## src/rtl/mhpm_counter_bank.sv

```systemverilog
// mhpm_counter_bank: bank of mhpmcounter/mhpmevent CSRs with mcountinhibit; define MHPM_OVF_IRQ_EN for overflow flags and interrupt
module mhpm_counter_bank #(
    parameter int          NUM_MHPM               = 4,
    parameter int          NUM_EVENTS             = 24,
    parameter int          CNT_SZ                 = 64,
    parameter bit          SET_MCOUNTINHIBIT      = 1'b0,
    parameter logic [31:0] SET_MCOUNTINHIBIT_BITS = 32'h0
) (
    input  logic                  clk_in,
    input  logic                  reset_in,
    input  logic [NUM_EVENTS-1:0] events_in,
    input  logic                  csr_wr,
    input  logic [11:0]           csr_wr_addr,
    input  logic [31:0]           csr_wr_data,
    input  logic [11:0]           csr_rd_addr,
    output logic [31:0]           csr_rd_data,
    output logic                  csr_rd_hit,
    output logic                  ovf_irq_out
);
    localparam int          EV_SEL_SZ = NUM_EVENTS > 1 ? $clog2(NUM_EVENTS) : 1;
    localparam int          EV_N      = 1 << EV_SEL_SZ;
    localparam logic [31:0] INH_MASK  = 32'(((64'd1 << NUM_MHPM) - 64'd1) << 3);

    // Event vector padded to every selector code; code 0 and codes >= NUM_EVENTS never fire
    logic [EV_N-1:0]                      ev_vec;
    logic [31:0]                          inh;
    logic [NUM_MHPM-1:0][CNT_SZ-1:0]      cnt;
    logic [NUM_MHPM-1:0][EV_SEL_SZ-1:0]   evsel;
    logic [NUM_MHPM-1:0]                  inc;
    logic [NUM_MHPM-1:0]                  wr_cnt;

    assign ev_vec = EV_N'(events_in) & ~EV_N'(1);

    for (genvar i = 0; i < NUM_MHPM; i++) begin : g_cnt
        localparam logic [11:0] LO = 12'(12'hB03 + i);
        localparam logic [11:0] HI = 12'(12'hB83 + i);
        localparam logic [11:0] EV = 12'(12'h323 + i);
        logic                 wr_lo;
        logic                 wr_hi;
        logic [CNT_SZ-1:0]    c;
        logic [EV_SEL_SZ-1:0] s;
        assign wr_lo     = csr_wr && csr_wr_addr == LO;
        assign wr_hi     = csr_wr && csr_wr_addr == HI;
        assign wr_cnt[i] = wr_lo | wr_hi;
        assign inc[i]    = ev_vec[s] & ~inh[3+i];
        assign cnt[i]    = c;
        assign evsel[i]  = s;
        // Counter and selector update; a CSR write to the counter drops that cycle's increment
        always_ff @(posedge clk_in or posedge reset_in) begin
            if (reset_in) begin
                c <= '0;
                s <= '0;
            end else begin
                if (wr_lo)
                    c[31:0] <= csr_wr_data;
                else if (wr_hi)
                    c[CNT_SZ-1:32] <= csr_wr_data[CNT_SZ-33:0];
                else if (inc[i])
                    c <= c + 1'b1;
                if (csr_wr && csr_wr_addr == EV)
                    s <= csr_wr_data[EV_SEL_SZ-1:0];
            end
        end
    end

    if (SET_MCOUNTINHIBIT) begin : g_inh_const
        assign inh = SET_MCOUNTINHIBIT_BITS & INH_MASK;
    end else begin : g_inh_reg
        logic [31:0] inh_q;
        assign inh = inh_q;
        // Writable inhibit register holding only the implemented counter bits
        always_ff @(posedge clk_in or posedge reset_in) begin
            if (reset_in)
                inh_q <= '0;
            else if (csr_wr && csr_wr_addr == 12'h320)
                inh_q <= csr_wr_data & INH_MASK;
        end
    end

`ifdef MHPM_OVF_IRQ_EN
    logic [NUM_MHPM-1:0] ovf;
    logic [NUM_MHPM-1:0] ovf_clr;
    logic [NUM_MHPM-1:0] wrap;
    logic                ovf_irq;

    assign ovf_clr     = (csr_wr && csr_wr_addr == 12'h7C0) ? csr_wr_data[NUM_MHPM-1:0] : '0;
    assign ovf_irq_out = ovf_irq;

    // A counter wraps only when it actually increments from all-ones
    always_comb begin
        wrap = '0;
        for (int k = 0; k < NUM_MHPM; k++)
            wrap[k] = inc[k] && !wr_cnt[k] && (&cnt[k]);
    end

    // Sticky flags, write-1-to-clear with set priority; interrupt is the registered OR of the flags
    always_ff @(posedge clk_in or posedge reset_in) begin
        if (reset_in) begin
            ovf     <= '0;
            ovf_irq <= 1'b0;
        end else begin
            ovf     <= (ovf & ~ovf_clr) | wrap;
            ovf_irq <= |ovf;
        end
    end
`else
    assign ovf_irq_out = 1'b0;
`endif

    // Combinational CSR read decode
    always_comb begin
        csr_rd_data = '0;
        csr_rd_hit  = 1'b0;
        if (csr_rd_addr == 12'h320) begin
            csr_rd_hit  = 1'b1;
            csr_rd_data = inh;
        end
`ifdef MHPM_OVF_IRQ_EN
        if (csr_rd_addr == 12'h7C0) begin
            csr_rd_hit  = 1'b1;
            csr_rd_data = 32'(ovf);
        end
`endif
        for (int k = 0; k < NUM_MHPM; k++) begin
            if (csr_rd_addr == 12'(12'hB03 + k)) begin
                csr_rd_hit  = 1'b1;
                csr_rd_data = cnt[k][31:0];
            end
            if (csr_rd_addr == 12'(12'hB83 + k)) begin
                csr_rd_hit  = 1'b1;
                csr_rd_data = 32'(cnt[k][CNT_SZ-1:32]);
            end
            if (csr_rd_addr == 12'(12'h323 + k)) begin
                csr_rd_hit  = 1'b1;
                csr_rd_data = 32'(evsel[k]);
            end
        end
    end
endmodule
```

## config.mk

```make
export PLATFORM = sky130hd
export DESIGN_NAME = mhpm_counter_bank
export DESIGN_NICKNAME = d
export VERILOG_FILES = /design/src/rtl/mhpm_counter_bank.sv
export SDC_FILE = /design/constraint.sdc
export NUM_CORES = 1
export LEC_CHECK = 0
export ABC_AREA = 1
export BUFFER_PORTS_ARGS = -buffer_cell sky130_fd_sc_hd__buf_2
export CAP_MARGIN = 20
export CORE_ASPECT_RATIO = 1.2
export CORE_MARGIN = 3
export CORE_UTILIZATION = 40
export CTS_CLUSTER_DIAMETER = 60
export DETAILED_ROUTE_END_ITERATION = 10
export SYNTH_ARGS = -nofsm -noshare
export SYNTH_HDL_FRONTEND = slang
export SYNTH_SLANG_ARGS = --single-unit
```

## constraint.sdc

```tcl
create_clock -name clk_in -period 15.5 [get_ports clk_in]
set_input_delay 0 -clock clk_in [delete_from_list [all_inputs] [get_ports clk_in]]
set_output_delay 0 -clock clk_in [all_outputs]
set_load 0.005 [all_outputs]
```

# --- After elaboration in Yosys (flattened, before gate mapping) ---
# Index checks and enable logic that the tools add are counted.
totals:
  regBits: 280
  in_bits: 83
  output_inout_bits: 34
  elab_cells: 142
op_classes:
  add_sub_neg: 4
  magnitude_cmp: 4
  eq_ne: 30
  n_mux: 50
  bitwise_logic: 12
  reduce_logical: 29
op_table:
  columns: ["cell", "count"]
  rows:
  - ["two-way mux 32 bit", 24]
  - ["adder 64 x 1 -> 64 bit, second input constant", 4]
  - ["two-way mux 64 bit", 4]
  - ["equality test 12 bit, second input constant", 16]
  - ["equality test 12 x 10 -> 1 bit, second input constant", 10]
  - ["less-than comparator 5 x 6 -> 1 bit, second input constant", 4]
  - ["binary-select mux 1 bit (select 5 bit)", 4]
  - ["two-way mux 1 bit", 17]
  - ["AND reduction 2 bit", 8]
  - ["nonzero test 2 bit", 8]
  - ["logical AND 1 bit", 13]
  - ["inequality test 2 bit, second input constant", 4]
  - ["inverter 1 bit", 8]
  - ["two-way mux 7 bit", 1]
  - ["AND 1 bit", 4]

# --- Logic depth before layout (Yosys ltp) ---
# Gate-level depths: netlist of run 1.
depth:
  word_depth: 14
  ltp_mapped: 16
  depth_no_buf: 16

# --- Worst setup path after synthesis of run 1 ---
# No wires, ideal clock.
synth_timing:
  kind: "register to register"
  start: "reg g_cnt[3].s[0]"
  end: "reg g_cnt[3].c[39]"
  setup_ps: 130
  arrival_time_ps: 1743
  t_required_ps: 15370
  path_slack_ps: 13627
  path_stages_with_launch: 13
  n_path_buf: 4
  period_less_slack_ps: 1873
  path_cell_list: "dfrtp_1 > buf_4 > buf_6 > o211ai_1 > a21oi_1 > o21ai_1 > nand3_1 > nand2_2 > nand2_2 > buf_6 > buf_2 > nand2_1 > o21ai_1"
synth_between:
  elab_chain_cells: 5
synth_lines:
  columns: ["element", "line_no", "text"]
  rows:
  - ["start, declared", "41", "logic [EV_SEL_SZ-1:0] s;"]
  - ["start signal, assigned", "61", "s <= csr_wr_data[EV_SEL_SZ-1:0];"]
  - ["binary-select mux 1 bit (select 5 bit)", "45", "assign inc[i] = ev_vec[s] & ~inh[3+i];"]
  - ["two-way mux 1 bit (not written as such)", "45", null]
  - ["AND 1 bit", "45", null]
  - ["nonzero test 2 bit (no source line)", null, null]
  - ["AND reduction 2 bit (no source line)", null, null]
  - ["end signal, assigned by index", "57", "c[CNT_SZ-1:32] <= csr_wr_data[CNT_SZ-33:0];"]
  - ["end signal, assigned", "59", "c <= c + 1'b1;"]
  - ["end, declared", "40", "logic [CNT_SZ-1:0] c;"]
# Every way passes these cells. The select of a mux whose other input is x is not followed.
# A chain may end at the register's enable or synchronous reset.

# --- Final worst setup path of run 1 ---
layout_timing:
  start: "reg g_cnt[3].s[0]"
  end: "reg g_cnt[3].c[14]"
# The elaborated chain is that of the path after synthesis.

==> results.yml, run 1 <==
run_status:
  status: "completed"
clock_tree:
  post-cts-setup-buffers: 0
  clock_path_buffers: 3
  holdBufCountCts: 13
  cts_num_sinks: 280
  numCtsBuffers: 41
  buffer_type_at_the_clock_tree_root: "sky130_fd_sc_hd__clkbuf_16"
  cts_tree: "yes"
  cts_htree_levels: 2
  cts.clk_slew.worst_paths_ns: 0.06
  clkLatencyLatePin_ns: 0.59
  cts_resized: 0
sta:
  clock-skew-final_ns: 0.0247
  relSlewSlack: 0.202
  slew_violations: 0
  timing_worst_slew_pin_value_ns: 1.20
  rsz0062_at_grt: "no"
  timing.final.ws_setup_ns: 12.06
  max_clock_freq_mhz: 291
  hold_slack_ns: 0.0236
  timing_hold_violations_final: 0
  setup_viol_count_final: 0
  layout_min_cycle_time_ns: 3.44
  fin_crit_sh: 0.222
  finalSetupTns_ns: 0
power:
  post-layout-total-power_mw: 2.13
  pwr_density_cell_nw_per_um2: 79.4
  peakVddDrop_mv: 0.0748
  power_leakage_nw: 11.1
drt:
  avgViaCountPerCell: 5.70
  total_vias_in_the_final_route: 28000
  dr.pass1.iters: 6
  route.detailed.drc: 0
  drt_iter0_markers: 3464
  antenna_left: 0
  route.detailed.wl_per_inst_microns: 25.0
  totalWireLength_microns: 123000
yosys:
  synth-edff-count: 0
  cell_count_after_synthesis: 4024
  avgSynthCellArea_sq_um: 6.03
  post_synthesis_sequential_area_ratio: 0.289
  syn_area_sq_um: 24300
  synth_top_flop_cell: "sky130_fd_sc_hd__dfrtp_1"
  synth_largest_area_cell: "sky130_fd_sc_hd__dfrtp_1"
  synth_cell_types: 46
  yosysWarningCount: 0
  syn-num-nets: 4111
  ys_ff_latch: 280
  yosys-top-cells-area: "sky130_fd_sc_hd__dfrtp_1, sky130_fd_sc_hd__nand2_1, sky130_fd_sc_hd__nor2_1, sky130_fd_sc_hd__o21ai_0, sky130_fd_sc_hd__inv_1"
  synth-async-reset-ratio: 1.00
  synthDominantCellAreaShare: 0.289
worst_setup_path:
  setup.worst_path.class: "register to register"
  crit_required_ns: 15.92
  cp_capture_type: "register"
  critPathMaxFanout: 59
  start_kind: "register"
  crit_arrival_ns: 3.85
place:
  placement.setup.worst_slack_ns: 12.12
  place_congestion: 1.03
  dp_hpwl_microns: 93600
  io_buffers: 114
final_layout:
  flow.area_growth_from_synthesis_pct: 10.5
  share_of_layout_cells_above_drive_strength_1: 0.0597
  leading_cell_type_in_the_layout_fill_and_taps_excluded: "sky130_fd_sc_hd__nand2_1"
  final_core_utilization: 0.448
  final_nets: 4157
  most-common-layout-cells: "sky130_fd_sc_hd__nand2_1, sky130_fd_sc_hd__nor2_1, sky130_fd_sc_hd__inv_1"
floorplan:
  floorplan.initialDensity: 0.405
  top_level_ports: 117
  die_height_microns: 276
  design.core.area_sq_um: 59800
  dieArea_sq_um: 63600
  die_w_microns: 231
  rows: 98
min_path:
  timing.hold.worst.class: "input port to asynchronous set/reset pin"
global_route:
  initial_antenna_violation_count: 9
  grt.total_usage: 0.377
  grt_overflow: 0
  maximum_number_of_pins_on_one_net_before_global_route_repair: 150
  grt_pass1_wl_microns: 175000
  grt_pass1_vias: 25600
run:
  maximum_capacitance_violations: 0
-- layer usage --
metal  track usage  vias to the layer above  routed length [microns]
met4         0.194                        4                     7620
met5             0                        -                       26
met2         0.580                     1413                    53000
met1         0.503                    13000                    49700
li1              -                    13200                        -
met3        0.0749                      311                    12200
-- registers in the layout, summed over array words and instances, names as in the netlist --
signal	cells
g_inh_reg.inh_q	4
g_cnt.s	20
g_cnt.c	256
-- critical path, cell delays in order (launching register included) --
cell and delay, ns:
sky130_fd_sc_hd__dfrtp_1 0.79, sky130_fd_sc_hd__inv_1 0.24, sky130_fd_sc_hd__a21oi_1 0.17, sky130_fd_sc_hd__o21ai_0 0.10, sky130_fd_sc_hd__nand3_1 0.08, sky130_fd_sc_hd__nand2_1 0.10, sky130_fd_sc_hd__a21oi_2 0.18, sky130_fd_sc_hd__nand4_2 0.40
sky130_fd_sc_hd__nand2_2 0.98, sky130_fd_sc_hd__o21ai_0 0.19
-- cell usage after synthesis (25+ instances only) --
cell,number
sky130_fd_sc_hd__nor3_1,159
sky130_fd_sc_hd__nand4_1,90
sky130_fd_sc_hd__o21ai_0,375
sky130_fd_sc_hd__buf_2,37
sky130_fd_sc_hd__xnor2_1,25
sky130_fd_sc_hd__inv_1,402
sky130_fd_sc_hd__xor2_1,161
sky130_fd_sc_hd__a21oi_1,157
sky130_fd_sc_hd__nand3_1,301
sky130_fd_sc_hd__nand2_1,1206
sky130_fd_sc_hd__clkbuf_1,77
sky130_fd_sc_hd__o21ai_1,94
sky130_fd_sc_hd__dfrtp_1,280
sky130_fd_sc_hd__nor2_1,521
-- final cells by class --
cell class / instances / area (sq um)
antenna: 5 / 12.5
clock buffer: 54 / 1200
clock inverter: 20 / 174
fill: 6710 / 33000
inverter: 409 / 1540
multi-input combinational: 3189 / 15000
sequential: 280 / 7010
tap: 800 / 1000
timing repair buffer: 149 / 882
-- report_power, final --
| group | internal [mW] | total (mW) | switching (mW) | leakage [nW] |
|---|---|---|---|---|
| registers | 0.778 | 0.876 | 0.0977 | 3.74 |
| logic | 0.0804 | 0.279 | 0.198 | 6.66 |
| clock network | 0.577 | 0.974 | 0.396 | 0.684 |
-- kinds of logic (layout without fill, tap and decap cells) --
family / after synthesis / count (layout) / synth area share
DFF: 280 / 280 / 0.289
AOI/OAI and AO/OA: 678 / 678 / 0.147
xor gates and xnor gates: 186 / 186 / 0.0672
buffers and inverters: 555 / 632 / 0.0943
and+or+nand+nor: 2320 / 2320 / 0.401
adders and majority gates: 4 / 4 / 0.00206
other: 1 / 6 / 0.000155
-- worst paths after layout --
kind | startpoint | end | cells past startpoint | slack [ns]
worst max-delay path | g_cnt[3].s[0]$_DFFE_PP0P_ | g_cnt[3].c[14]$_DFFE_PP0P_ | 9 | 12.06
worst min-delay path | reset_in | g_cnt[3].c[48]$_DFFE_PP0P_ | 3 | 0.02
worst max register to register | g_cnt[3].s[0]$_DFFE_PP0P_ | g_cnt[3].c[14]$_DFFE_PP0P_ | 9 | 12.06
worst min register to register | g_cnt[2].c[37]$_DFFE_PP0P_ | g_cnt[2].c[37]$_DFFE_PP0P_ | 2 | 0.50
max in group asynchronous | reset_in | g_cnt[0].c[38]$_DFFE_PP0P_ | 5 | 13.39
min in group clk_in | csr_wr_addr[10] | g_cnt[3].c[0]$_DFFE_PP0P_ | 7 | 0.12
-- metrics by stage --
step	instance area, sq um	std cells
2_1_floorplan	24300	4024
3_3_place_gp	25300	4813
3_5_place_dp	25300	4813
4_1_cts	26800	4900
5_1_grt	26800	4901
6_report	26800	4906
Power figures use the tool's default switching activity.
==> run 2: changes to the inputs <==
--- a/config.mk
+++ b/config.mk
@@ -5,7 +5,7 @@
 export SDC_FILE = /design/constraint.sdc
 export NUM_CORES = 1
 export LEC_CHECK = 0
-export ABC_AREA = 1
+export ABC_AREA = 0
 export BUFFER_PORTS_ARGS = -buffer_cell sky130_fd_sc_hd__buf_2
 export CAP_MARGIN = 20
 export CORE_ASPECT_RATIO = 1.2
==> constraint.sdc (replaced) <==
create_clock -name clk_in -period 2.8 [get_ports clk_in]
set_input_delay 0 -clock clk_in [delete_from_list [all_inputs] [get_ports clk_in]]
set_output_delay 0 -clock clk_in [all_outputs]
set_load 0.005 [all_outputs]
==> results.yml, run 2 <==
floorplan:
  rows: 91
  floorplan.initialDensity: 0.405
  die_height_microns: 256
  design.core.area_sq_um: 51600
  die_w_microns: 215
  top_level_ports: 117
  dieArea_sq_um: 55000
worst_setup_path:
  crit_required_ns: 3.26
  critical_path.reg2reg.startpoint: "g_cnt[1].s[0]$_DFFE_PP0P_"
  reg2reg_to: "g_cnt[1].c[57]$_DFFE_PP0P_"
  setup.worst_path.class: "register to register"
  worst_reg_to_reg_path_cell_count: 7
  setup_slack_of_the_worst_register_to_register_path_ns: 0.07
  max_stage_delay_ns: 0.60
  critPathMaxFanout: 15
  start_kind: "register"
  cp_capture_type: "register"
  worstPathCellList: "mux4_1 > mux2_2 > nand3_1 > a31oi_4 > buf_4 > a31oi_1 > a21bo_1"
  crit_arrival_ns: 3.20
  cp_slowest_cell: "sky130_fd_sc_hd__mux4_1"
yosys:
  yosys-top-cells-area: "sky130_fd_sc_hd__dfrtp_1, sky130_fd_sc_hd__nor2_1, sky130_fd_sc_hd__nand2_1, sky130_fd_sc_hd__nand3_1, sky130_fd_sc_hd__a31oi_1"
  post_synth_most_frequent_cells: "sky130_fd_sc_hd__dfrtp_1, sky130_fd_sc_hd__nor2_1, sky130_fd_sc_hd__nand2_1, sky130_fd_sc_hd__nand3_1, sky130_fd_sc_hd__clkbuf_1"
  avgSynthCellArea_sq_um: 8.24
  synth_largest_area_cell: "sky130_fd_sc_hd__dfrtp_1"
  ys_ff_latch: 280
  post_synthesis_sequential_area_ratio: 0.335
  yosys-mux-area-fraction: 0.0390
  synth_top_flop_cell: "sky130_fd_sc_hd__dfrtp_1"
  synth-edff-count: 0
  synth_adder_area_share: 0.00240
  syn_area_sq_um: 20900
  share_of_the_synthesized_area_in_compound_gates_ao_oa_aoi_oai: 0.267
  yosys.cell_count.top_type: "sky130_fd_sc_hd__dfrtp_1"
  synthSimpleGateAreaFrac: 0.291
  cell_count_after_synthesis: 2536
  synthXorXnorAreaFrac: 0.0143
  yosysWarningCount: 0
  synthDominantCellAreaShare: 0.335
  synth_cell_types: 106
  synth_top_family_by_area: "simple AND/OR/NAND/NOR gates"
  synth-async-reset-ratio: 1.00
  syn-num-nets: 2623
min_path:
  timing.hold.worst.class: "input port to register"
  endpoint_of_the_worst_hold_path: "g_cnt[3].c[1]$_DFFE_PP0P_"
  whs_path_depth: 4
  holdCritStartpoint: "csr_wr_addr[0]"
clock_tree:
  cts_num_sinks: 280
  clkLatencyLatePin_ns: 0.58
  numCtsBuffers: 38
  cts_htree_levels: 2
  clock_path_buffers: 3
  buffer_type_at_the_clock_tree_root: "sky130_fd_sc_hd__clkbuf_16"
  cts_tree: "yes"
  cts.clk_slew.worst_paths_ns: 0.06
power:
  pwr_density_cell_nw_per_um2: 408
  peakVddDrop_mv: 0.511
  post-layout-total-power_mw: 10.1
  p_switching_mw: 2.66
  p_seq_frac: 0.416
  switching_fraction_of_total_power: 0.264
  power_leakage_nw: 9.50
  power.internal_mw: 7.42
  combPwrFrac: 0.070
  clock_network_power_share: 0.514
sta:
  rsz0062_at_grt: "no"
  setup_viol_count_final: 0
  layout_min_cycle_time_ns: 2.73
  fin_crit_sh: 0.976
  clock-skew-final_ns: 0.0198
  finalSetupTns_ns: 0
  timing_hold_violations_final: 0
  relSlewSlack: 0.410
  slew_violations: 0
  max_clock_freq_mhz: 366
  timing_worst_slew_pin_value_ns: 0.880
final_layout:
  fillerInstances: 5041
  flow.area_growth_from_synthesis_pct: 18.2
  share_of_layout_cells_above_drive_strength_1: 0.177
  most-common-layout-cells: "sky130_fd_sc_hd__dfrtp_1, sky130_fd_sc_hd__nand2_1, sky130_fd_sc_hd__nor2_1"
  reg.largest.list: "g_cnt.c (256), g_cnt.s (20), g_inh_reg.inh_q (4)"
  final_design_area_no_fill_sq_um: 24700
  top_register: "g_cnt.c"
  largest_register_ffs: 256
  leading_cell_type_in_the_layout_fill_and_taps_excluded: "sky130_fd_sc_hd__dfrtp_1"
  final_nets: 2777
drt:
  route.detailed.drc: 0
  antenna_left: 0
  avgViaCountPerCell: 6.92
  route.detailed.wl_per_inst_microns: 28.3
  totalWireLength_microns: 96600
  drt_iter0_markers: 3144
  dr.pass1.iters: 7
  total_vias_in_the_final_route: 23600
global_route:
  grt_pass1_wl_microns: 144000
  grt.total_usage: 0.339
  grt_pass1_vias: 21900
  maximum_number_of_pins_on_one_net_before_global_route_repair: 83
  grt_overflow: 0
  initial_antenna_violation_count: 3
place:
  dpl_cell_area_sq_um: 23000
  dp_hpwl_microns: 70200
  io_buffers: 114
  place_congestion: 1.01
run_status:
  status: "completed"
run:
  maximum_capacitance_violations: 0
## run 2: how the worst max path moves through the flow
stage / slack (ns) / from / depth (start not counted) / end
after floorplan: -0.91 / reset_in / 1 / g_cnt[0].c[0]$_DFFE_PP0P_
after global placement: -0.0002 / g_cnt[2].s[0]$_DFFE_PP0P_ / 7 / g_cnt[2].c[61]$_DFFE_PP0P_
after detailed placement: -0.02 / g_cnt[2].s[0]$_DFFE_PP0P_ / 7 / g_cnt[2].c[58]$_DFFE_PP0P_
after CTS: 0.008 / g_cnt[0].s[0]$_DFFE_PP0P_ / 6 / g_cnt[0].c[43]$_DFFE_PP0P_
after global routing: 0.0008 / g_cnt[1].s[0]$_DFFE_PP0P_ / 7 / g_cnt[1].c[57]$_DFFE_PP0P_
final: 0.07 / g_cnt[1].s[0]$_DFFE_PP0P_ / 7 / g_cnt[1].c[57]$_DFFE_PP0P_
## run 2: kinds of logic (layout without fill, tap and decap cells)
kind of cell | count (synthesis) | after routing
compound gates | 758 | 758
xor+xnor | 34 | 34
fa+ha+maj | 4 | 4
buf+inv | 251 | 431
flops | 280 | 280
mux | 68 | 68
other cells | 1 | 2
simple gates | 1140 | 1140
## run 2: worst max-delay path, delay by kind of cell (launching register included)
family	cells	cell delay, ns
AOI/OAI and AO/OA	3	0.67
buffers and inverters	1	0.24
DFF	1	0.47
muxes	2	0.92
and+or+nand+nor	1	0.32
## run 2: power by group through the flow
stage | Combinational (mW) | Sequential (mW) | Clock (mW)
2_1_floorplan | 0.308 | 4.23 | 0
3_3_place_gp | 0.645 | 4.26 | 0
3_5_place_dp | 0.652 | 4.26 | 0
4_1_cts | 0.690 | 4.18 | 5.26
5_1_grt | 0.741 | 4.20 | 5.37
6_report | 0.707 | 4.19 | 5.18
## run 2: final cells by class
cell class / count / area (sq um) / area share
multi-input cells: 2005 / 12900 / 0.524
flip-flops and latches: 280 / 7010 / 0.284
repair buffers: 327 / 2440 / 0.0988
clock buffers: 57 / 1190 / 0.0480
well taps: 697 / 872 / 0.0353
inverters: 38 / 146 / 0.00593
clock inverters: 9 / 106 / 0.00431
diodes: 1 / 2.50 / 0.000101
## run 2: metrics by stage
stage	setup WS [ns]	util	std cells	hold WS, ns
2_1_floorplan	-0.907	-	2536	0.0833
3_3_place_gp	-0.000229	0.447	3313	0.130
3_5_place_dp	-0.0181	0.447	3313	0.131
4_1_cts	0.00794	0.478	3412	0.0297
5_1_grt	0.000820	0.479	3413	0.0674
6_report	0.0662	0.479	3414	0.0661
## run 2: what timing repair did
item | 4_1_cts | 5_1_grt
hold endpoints to repair | 201 | 0
gates resized for setup | 2 | 8
pin swaps | 0 | 2
hold buffers | 33 | 0
setup buffers | 0 | 1
setup endpoints to repair | 2 | 49
## run 2: routing by layer
layer  up-vias  wire, microns  global-route usage
met1     11600          36700               0.434
met2      1475          42500               0.520
met4         2           6820               0.216
li1      10300              -                   -
met3       298          10500              0.0740
met5         -             15                   0
